<file path="config.mk">
export PLATFORM = sky130hd
export DESIGN_NAME = sdram_rcache_wb
export DESIGN_NICKNAME = d
export VERILOG_FILES = /design/src/rtl/sdram_rcache_wb.sv
export SDC_FILE = /design/constraint.sdc
export NUM_CORES = 1
export LEC_CHECK = 0
export BUFFER_PORTS_ARGS = -buffer_cell sky130_fd_sc_hd__buf_4
export CAP_MARGIN = 20
export CORE_MARGIN = 2
export CORE_UTILIZATION = 36
export CTS_CLUSTER_DIAMETER = 60
export CTS_CLUSTER_SIZE = 24
export DETAILED_ROUTE_END_ITERATION = 8
export SKIP_CTS_REPAIR_TIMING = 1
export SLEW_MARGIN = 40
export SYNTH_ARGS = -nofsm -noshare
export SYNTH_HDL_FRONTEND = slang
export SYNTH_SLANG_ARGS = --single-unit
export TNS_END_PERCENT = 20
</file>
<file path="constraint.sdc">
create_clock -name wb_clk_i -period 4.19 [get_ports wb_clk_i]
set_input_delay 0.838 -clock wb_clk_i [delete_from_list [all_inputs] [get_ports wb_clk_i]]
set_output_delay 0.838 -clock wb_clk_i [all_outputs]
set_load 0.02 [all_outputs]
</file>
<file path="src/rtl/sdram_rcache_wb.sv">
// Direct-mapped, one-word-per-line read cache in front of the SDRAM Wishbone controller.
// Read hits ack in one cycle; writes always go through and update only lines already cached.
module sdram_rcache_wb #(
    parameter int unsigned ADDR_WIDTH = 25,
    parameter int unsigned IDX_BITS   = 4
) (
    input  logic                  wb_clk_i,
    input  logic                  wb_rst_ni,
    input  logic [ADDR_WIDTH-1:0] s_adr_i,
    input  logic [31:0]           s_dat_i,
    output logic [31:0]           s_dat_o,
    input  logic                  s_we_i,
    input  logic [3:0]            s_sel_i,
    input  logic                  s_stb_i,
    input  logic                  s_cyc_i,
    output logic                  s_ack_o,
    output logic [ADDR_WIDTH-1:0] m_adr_o,
    output logic [31:0]           m_dat_o,
    input  logic [31:0]           m_dat_i,
    output logic                  m_we_o,
    output logic [3:0]            m_sel_o,
    output logic                  m_stb_o,
    output logic                  m_cyc_o,
    input  logic                  m_ack_i,
    input  logic                  flush_i
);

    localparam int unsigned LINES = 32'(1) << IDX_BITS;
    localparam int unsigned TAG_W = ADDR_WIDTH - IDX_BITS - 2;

    typedef enum logic [1:0] {
        S_IDLE,
        S_RD_MISS,
        S_WR_THRU,
        S_ACK
    } state_e;

    state_e                  state_q;
    logic                    abort_q;
    logic                    s_ack_q;
    logic [31:0]             s_dat_q;
    logic [ADDR_WIDTH-1:0]   m_adr_q;
    logic [31:0]             m_dat_q;
    logic [3:0]              m_sel_q;
    logic                    m_we_q;
    logic                    m_stb_q;
    logic [LINES-1:0]        valid_q;
    logic [LINES-1:0]        valid_d;
    logic [TAG_W-1:0]        tag_mem  [LINES];
    logic [31:0]             data_mem [LINES];

    logic [IDX_BITS-1:0]     s_idx_c;
    logic [IDX_BITS-1:0]     m_idx_c;
    logic [TAG_W-1:0]        s_tag_c;
    logic [TAG_W-1:0]        m_tag_c;
    logic                    req_c;
    logic                    hit_c;
    logic                    fill_c;
    logic                    merge_c;
    logic [31:0]             merged_c;
    logic                    unused_c;

    assign s_idx_c  = s_adr_i[IDX_BITS+1:2];
    assign s_tag_c  = s_adr_i[ADDR_WIDTH-1:IDX_BITS+2];
    assign m_idx_c  = m_adr_q[IDX_BITS+1:2];
    assign m_tag_c  = m_adr_q[ADDR_WIDTH-1:IDX_BITS+2];
    assign unused_c = ^s_adr_i[1:0];

    assign req_c   = s_cyc_i & s_stb_i;
    assign hit_c   = valid_q[s_idx_c] && (tag_mem[s_idx_c] == s_tag_c);
    assign fill_c  = (state_q == S_RD_MISS) && m_ack_i;
    assign merge_c = (state_q == S_WR_THRU) && m_ack_i
                     && valid_q[m_idx_c] && (tag_mem[m_idx_c] == m_tag_c);

    // Byte-merge of the write-through data into the cached word
    always_comb begin
        merged_c = data_mem[m_idx_c];
        for (int b = 0; b < 4; b++) begin
            if (m_sel_q[b]) begin
                merged_c[8*b +: 8] = m_dat_q[8*b +: 8];
            end
        end
    end

    // Flush overrides a coincident fill so the line is left invalid
    always_comb begin
        valid_d = valid_q;
        if (fill_c) begin
            valid_d[m_idx_c] = 1'b1;
        end
        if (flush_i) begin
            valid_d = '0;
        end
    end

    always_ff @(posedge wb_clk_i) begin
        if (fill_c) begin
            data_mem[m_idx_c] <= m_dat_i;
            tag_mem[m_idx_c]  <= m_tag_c;
        end else if (merge_c) begin
            data_mem[m_idx_c] <= merged_c;
        end
    end

    always_ff @(posedge wb_clk_i or negedge wb_rst_ni) begin
        if (!wb_rst_ni) begin
            state_q <= S_IDLE;
            abort_q <= 1'b0;
            s_ack_q <= 1'b0;
            s_dat_q <= '0;
            m_adr_q <= '0;
            m_dat_q <= '0;
            m_sel_q <= 4'h0;
            m_we_q  <= 1'b0;
            m_stb_q <= 1'b0;
            valid_q <= '0;
        end else begin
            s_ack_q <= 1'b0;
            valid_q <= valid_d;
            case (state_q)
                S_IDLE: begin
                    abort_q <= 1'b0;
                    if (req_c) begin
                        if (s_we_i) begin
                            m_adr_q <= {s_adr_i[ADDR_WIDTH-1:2], 2'b00};
                            m_dat_q <= s_dat_i;
                            m_sel_q <= s_sel_i;
                            m_we_q  <= 1'b1;
                            m_stb_q <= 1'b1;
                            state_q <= S_WR_THRU;
                        end else if (hit_c) begin
                            s_dat_q <= data_mem[s_idx_c];
                            s_ack_q <= 1'b1;
                            state_q <= S_ACK;
                        end else begin
                            m_adr_q <= {s_adr_i[ADDR_WIDTH-1:2], 2'b00};
                            m_sel_q <= 4'hF;
                            m_we_q  <= 1'b0;
                            m_stb_q <= 1'b1;
                            state_q <= S_RD_MISS;
                        end
                    end
                end
                S_RD_MISS, S_WR_THRU: begin
                    if (!s_cyc_i) begin
                        abort_q <= 1'b1;
                    end
                    // SDRAM cycle is completed even when the CPU has walked away
                    if (m_ack_i) begin
                        m_stb_q <= 1'b0;
                        m_we_q  <= 1'b0;
                        if (state_q == S_RD_MISS) begin
                            s_dat_q <= m_dat_i;
                        end
                        if (abort_q || !s_cyc_i) begin
                            state_q <= S_IDLE;
                        end else begin
                            s_ack_q <= 1'b1;
                            state_q <= S_ACK;
                        end
                    end
                end
                S_ACK: begin
                    state_q <= S_IDLE;
                end
                default: begin
                    state_q <= S_IDLE;
                end
            endcase
        end
    end

    assign s_ack_o = s_ack_q;
    assign s_dat_o = s_dat_q;
    assign m_adr_o = m_adr_q;
    assign m_dat_o = m_dat_q;
    assign m_sel_o = m_sel_q;
    assign m_we_o  = m_we_q;
    assign m_stb_o = m_stb_q;
    assign m_cyc_o = m_stb_q;

endmodule

</file>
After elaboration in Yosys (flattened, before gate mapping)
Memories as Yosys holds them, arrays and structs flattened.
Index checks and enable logic that the tools add are counted.
{"block": "totals", "regBits": 115, "output_inout_bits": 97, "mem_count": 2, "wordCells": 114, "mem_bits_rw": 816}
{"memory": "data_mem", "words": 16, "word_bits": 32, "read_ports": 1, "rd_ports_with_merged_regs": 0, "wr": 1, "line": "50", "source": "logic [31:0] data_mem [LINES];"}
{"memory": "tag_mem", "words": 16, "word_bits": 19, "read_ports": 2, "rd_ports_with_merged_regs": 0, "wr": 1, "line": "49", "source": "logic [TAG_W-1:0] tag_mem [LINES];"}
{"block": "classes", "reduce_logical": 22, "magnitude_cmp": 3, "n_eq_ne": 17, "muxes": 54, "bitwise_logic": 6}
{"cell": "32-bit two-way mux", "count": 5}
{"cell": "8-bit two-way mux", "count": 8}
{"cell": "32-bit case mux with 2 select lines", "count": 1}
{"cell": "25-bit two-way mux", "count": 2}
{"cell": "19-bit equality test", "count": 2}
{"cell": "16-bit two-way mux", "count": 2}
{"cell": "1-bit two-way mux", "count": 21}
{"cell": "16-bit bitwise OR", "count": 1}
{"cell": "2-bit != test (second input constant)", "count": 7}
{"cell": "2-bit AND reduction", "count": 6}
{"cell": "4-bit by 5-bit < comparator with 1-bit output (second input constant)", "count": 2}
{"cell": "2-bit two-way mux", "count": 5}
{"cell": "1-bit binary-select mux with 4-bit select", "count": 2}
{"cell": "4-bit two-way mux", "count": 2}
{"cell": "1-bit case mux with 2 select lines", "count": 4}
{"cell": "1-bit logical AND", "count": 6}
{"cell": "2-bit case mux with 3 select lines", "count": 1}
{"cell": "3-bit AND reduction", "count": 2}
{"cell": "6-bit AND reduction", "count": 1}
{"cell": "1-bit demux with 4-bit select", "count": 1}
{"cell": "2-bit equality test (second input constant)", "count": 2}
{"cell": "4-bit by 1-bit greater-or-equal comparator with 1-bit output (second input constant)", "count": 1}
{"cell": "1-bit != test (second input constant)", "count": 4}
{"cell": "1-bit bitwise OR", "count": 4}
{"cell": "other kinds (9)", "count": 10}

Depth between registers and ports, before layout
{"block": "logic_depth", "word_depth": 9, "ltp_mapped": 16}

Least setup slack after synthesis
No wires, ideal clock.
{"block": "synth_path", "path_type": "register to register", "startpoint": "register m_adr_q[5] (netlist: m_adr_o[5])", "endpoint": "memory data_mem[10][0], enable pin", "t_required_ps": 3815, "setup_time_ps": 375, "stages_incl_launch_ff": 15, "setup_slack_ps": 43, "t_arrival_ps": 3772, "synth_period_minus_slack_ps": 4147, "cell_sequence": "dfrtp_1 buf_2 buf_2 buf_2 clkbuf_1 mux2i_1 a21oi_1 xor2_1 nor4_1 nand2_1 or4_1 buf_2 buf_6 buf_6 a21oi_1"}
{"block": "synth_between", "elab_chain_len": 9, "elab_cells_between_ends": 11, "cone_classes": "eq/ne: 1; mux: 5; bitwise: 1; reduce/logical: 3; memory: 1"}
{"item": "from (decl)", "line": "42", "source": "logic [ADDR_WIDTH-1:0] m_adr_q;"}
{"item": "from (signal assigned)", "line": "125", "source": "m_adr_q <= {s_adr_i[ADDR_WIDTH-1:2], 2'b00};"}
{"item": "from (signal assigned)", "line": "136", "source": "m_adr_q <= {s_adr_i[ADDR_WIDTH-1:2], 2'b00};"}
{"item": "parallel branches: the longest is 9 deep, another holds memory read 16 x 19 bit"}
{"item": "to (decl)", "line": "50"}
Parallel ways; which one is timed is not known. The select of a mux whose other input is x is not followed.

Final worst setup path
{"block": "layout_path", "startpoint": "register m_adr_q[2] (netlist: m_adr_o[2])", "endpoint": "memory data_mem[1][31] (data pin)"}
{"block": "layout_between", "elab_chain_len": 9, "elab_cells_between_ends": 11, "cone_classes": "eq/ne: 1; mux: 6; reduce/logical: 3; memory: 1"}
{"item": "parallel branches: the longest is 3 deep, another holds memory read 16 x 19 bit"}
{"item": "1-bit logical AND *", "line": "73", "source": "&& valid_q[m_idx_c] && (tag_mem[m_idx_c] == m_tag_c);"}
{"item": "1-bit two-way mux *", "line": "100", "source": "end else if (merge_c) begin"}
{"item": "1-bit two-way mux *", "line": "97", "source": "if (fill_c) begin"}
{"item": "1-bit two-way mux (not written as such) *", "line": "101", "source": "data_mem[m_idx_c] <= merged_c;"}
{"item": "2-bit AND reduction (no source line) *"}
{"item": "8-bit two-way mux (no source line) *"}
Mark *: on every way between the ends. The select of a mux whose other input is x is not followed.

==> summary.md <==
| Metric | Value |
|---|---|
| Outcome | completed |
| PortBufs | about 190 |
| Reg area | 27,300 um^2 |
| Die Footprint | 115,000 um^2 |
| Ys flop type | edfxtp_1 |
| Most common cell after layout, fill and taps aside | edfxtp_1 |
| P&R area growth vs syn | 20.4% |
| Total power | around 28,000 uW |
| Pre-CTS WS | -0.145 ns |
| Vias in the first global route | 23.3k |
| Async SR Flop Fraction | 12.2% |
| Crit path from | m_adr_o[2]$_DFFE_PN0P_ |
| Tmin final | about 4.2 ns |
| IO Count | between 150 and 200 |
| Worst hold slack | 0.134 ns |
| Most frequent cells in the layout | 816 x edfxtp_1, 375 x buf_4, 278 x mux4_2 |
| End of the critical path | data_mem[1][31]$_DFFE_PP_ |
| Die X-Extent | 338 um |
| Sequential-to-total area share from yosys stat | 67.9% |
| Max-slew headroom | 47.5% |
| Sink Count | 929 |
| Number of diodes | 0 |
| RR Startpoint | m_adr_o[2]$_DFFE_PN0P_ |
| Std-Cell Rows | 122 |
| Overflow after GRT | 0 |
| Post-synth top area cell | edfxtp_1 |
| Initial Utilization | 36.3% |
| Hold Path Class | input port to async pin |
| Post-Synthesis Cell Area | 40,300 um^2 |
| Slew Viols, Final | 0 |
| Ratio of final minimum period to clock period | 99.4% |
| Final TNS setup | 0 ns |
| PwrDens | roughly 600 nW/um^2 |
| Routed wire length | between 100,000 and 150,000 um |
| Core ar. | roughly 110,000 um^2 |
| Fraction of layout instances using a drive strength above 1 | 41.2% |
| Antenna Violating Nets Remaining | 0 |
| Drt initial violations | 2,295 |
| Nets | roughly 2.7k |
| Post-synthesis cell count | 2,163 |
| Clock Skew | ~0.056 ns |
| Die Height | 338 um |
| Post-synthesis area per instance | 18.6 um^2 |
| Synth top area share | 60.9% |
| TritonRoute pass-1 iters | 5 |
| Max Cap Viol | 0 |
| Synth top area cells | edfxtp_1 61%, mux4_2 16%, dfrtp_1 7.0% |
| VDD IR max | 0.000499 V |
| Post-synth cell types | 73 |
| Initial antenna violation count | 5 |
| Hpwl dp | 71,700 um |
| CTS H-tree lvls | 3 |
| CTS buffer count | just under 80 |
| Root Buffer | clkbuf_16 |
| Leakage | 0.0167 uW |
| Critical Path Start Type | flop |
| Via count | 22.8k |
| Crit path DAT | 4.59 ns |
| # DRC | 0 |
| Clock-pin slew of the registers on the worst-case setup and hold paths | 0.08 ns |
| Worst Tran Pin Value | 0.787 ns |
| FF-to-FF End | data_mem[1][31]$_DFFE_PP_ |
| Crit end category | flop |
| Worst Path Max Fanout | 16 |
| PnR worst setup slack | 0.0264 ns |
| CTS tree | yes |
| # fillers | 9,669 |
| Final GP Congestion | ~0.86 |
| CP required | 4.62 ns |
| Clock Latency Late Sink | 0.69 ns |
| Total number of yosys warnings | 0 |
| Post-synth EDFFs | 816 |
| Largest net degree at the start of global routing | 71 |
| R2r setup slk | 0.03 ns |
| Hold Violations, Final | 0 |
| Synth Register Bits | just over 900 |
| Vias per inst | 5.56 |
| Crit path kind | flop to flop |
| R2R depth | 15 |
| GRT Overall Usage | 19.1% |
| Global-route wire length before repair | 161,000 um |
| Finish-stage setup viols | 0 |
| Drt wl/cell | 27.6 um |
| Max Root-Sink Buffers | 3 |
| Multi-input gate area | 12,500 um^2 |
| Peak Freq | 0.240 GHz |
logic make-up after synthesis:
family | after synthesis | synth area share, %
flops | 929 | 67.9
mux | 526 | 22.3
simple gates | 317 | 3.59
compound gates | 197 | 3.19
buf+inv | 150 | 2.03
xor+xnor | 38 | 0.827
fa+ha+maj | 5 | 0.155
other cells | 1 | 0.00931
per-layer routing:
layer  part of all wire [%]  wire length (um)  track usage [%]  up-vias
met2                     48             54700             31.5     1035
li1                       -                 -                -     9609
met1                     41             46300             25.9    12000
met3                    8.7              9860             3.95      166
met5                  0.029                33                0        -
met4                    2.2              2470             4.30        6
final cells by class:
type	count	share of cell area (%)
Sequential cell	929	56.4
Multi-Input combinational cell	1090	25.7
Timing Repair Buffer	446	8.18
Clock buffer	83	4.04
Tap cell	1488	3.84
Clock inverter	60	1.68
Inverter	11	0.0878
power by group:
part           internal [uW]  total [uW]  switching (uW)
Clock                   3770        7810            4040
Combinational           3700        8470            4770
Sequential             11300       12100             755
Total                  18800       28400            9560
Yosys cell counts (8+ instances only):
cell	instances
edfxtp_1	816
mux4_2	278
nand2_1	153
dfrtp_1	113
mux2_2	110
mux2i_1	89
a21oi_1	82
nor2_1	74
clkbuf_1	52
mux2_1	37
buf_2	34
xnor2_1	25
buf_1	22
nor2b_1	19
o21ai_0	18
o22ai_1	15
buf_4	14
nand2b_1	14
a22oi_1	13
xor2_1	13
mux2_4	12
buf_6	10
a211oi_1	9
a22o_1	9
a221oi_1	8
inv_1	8
nand4_1	8
registers in the layout, summed over array words and instances (netlist names):
signal    cells
state_q       2
s_ack_o       1
m_sel_o       4
data_mem    512
m_cyc_o       1
tag_mem     304
abort_q       1
m_dat_o      32
s_dat_o      32
m_adr_o      23
m_we_o        1
valid_q      16
how the worst min path moves through the flow:
stage	to	slack, ns	depth (start not counted)	from
3_5_place_dp	s_dat_o[2]$_DFFE_PN0P_	0.49	1	s_dat_o[2]$_DFFE_PN0P_
6_report	m_adr_o[9]$_DFFE_PN0P_	0.13	1	wb_rst_ni
2_1_floorplan	valid_q[10]$_DFFE_PN0P_	0.48	2	valid_q[10]$_DFFE_PN0P_
4_1_cts	m_adr_o[18]$_DFFE_PN0P_	0.17	1	wb_rst_ni
3_3_place_gp	s_dat_o[2]$_DFFE_PN0P_	0.48	1	s_dat_o[2]$_DFFE_PN0P_
5_1_grt	m_adr_o[18]$_DFFE_PN0P_	0.15	1	wb_rst_ni
critical path, cell delays in order, from the launching register on:
cell and delay, ns:
dfrtp_4 0.53, buf_12 0.16, buf_16 0.14, buf_6 0.14, buf_4 0.13, mux4_2 0.43, mux2i_1 0.14, a21oi_1 0.09
xnor2_1 0.34, buf_4 0.19, o2111ai_2 0.09, buf_4 0.17, or4_4 0.59, buf_12 0.18, mux2_1 0.39, buf_12 0.18
per-stage QoR:
stage	utilization [%]	cell area, um^2	cells
2_1_floorplan	-	40300	2164
3_3_place_gp	40.4	44800	3929
3_5_place_dp	40.5	44800	3929
4_1_cts	43.0	47600	4072
5_1_grt	43.7	48500	4107
6_report	43.7	48500	4107
(Power assumes the default switching activity.)
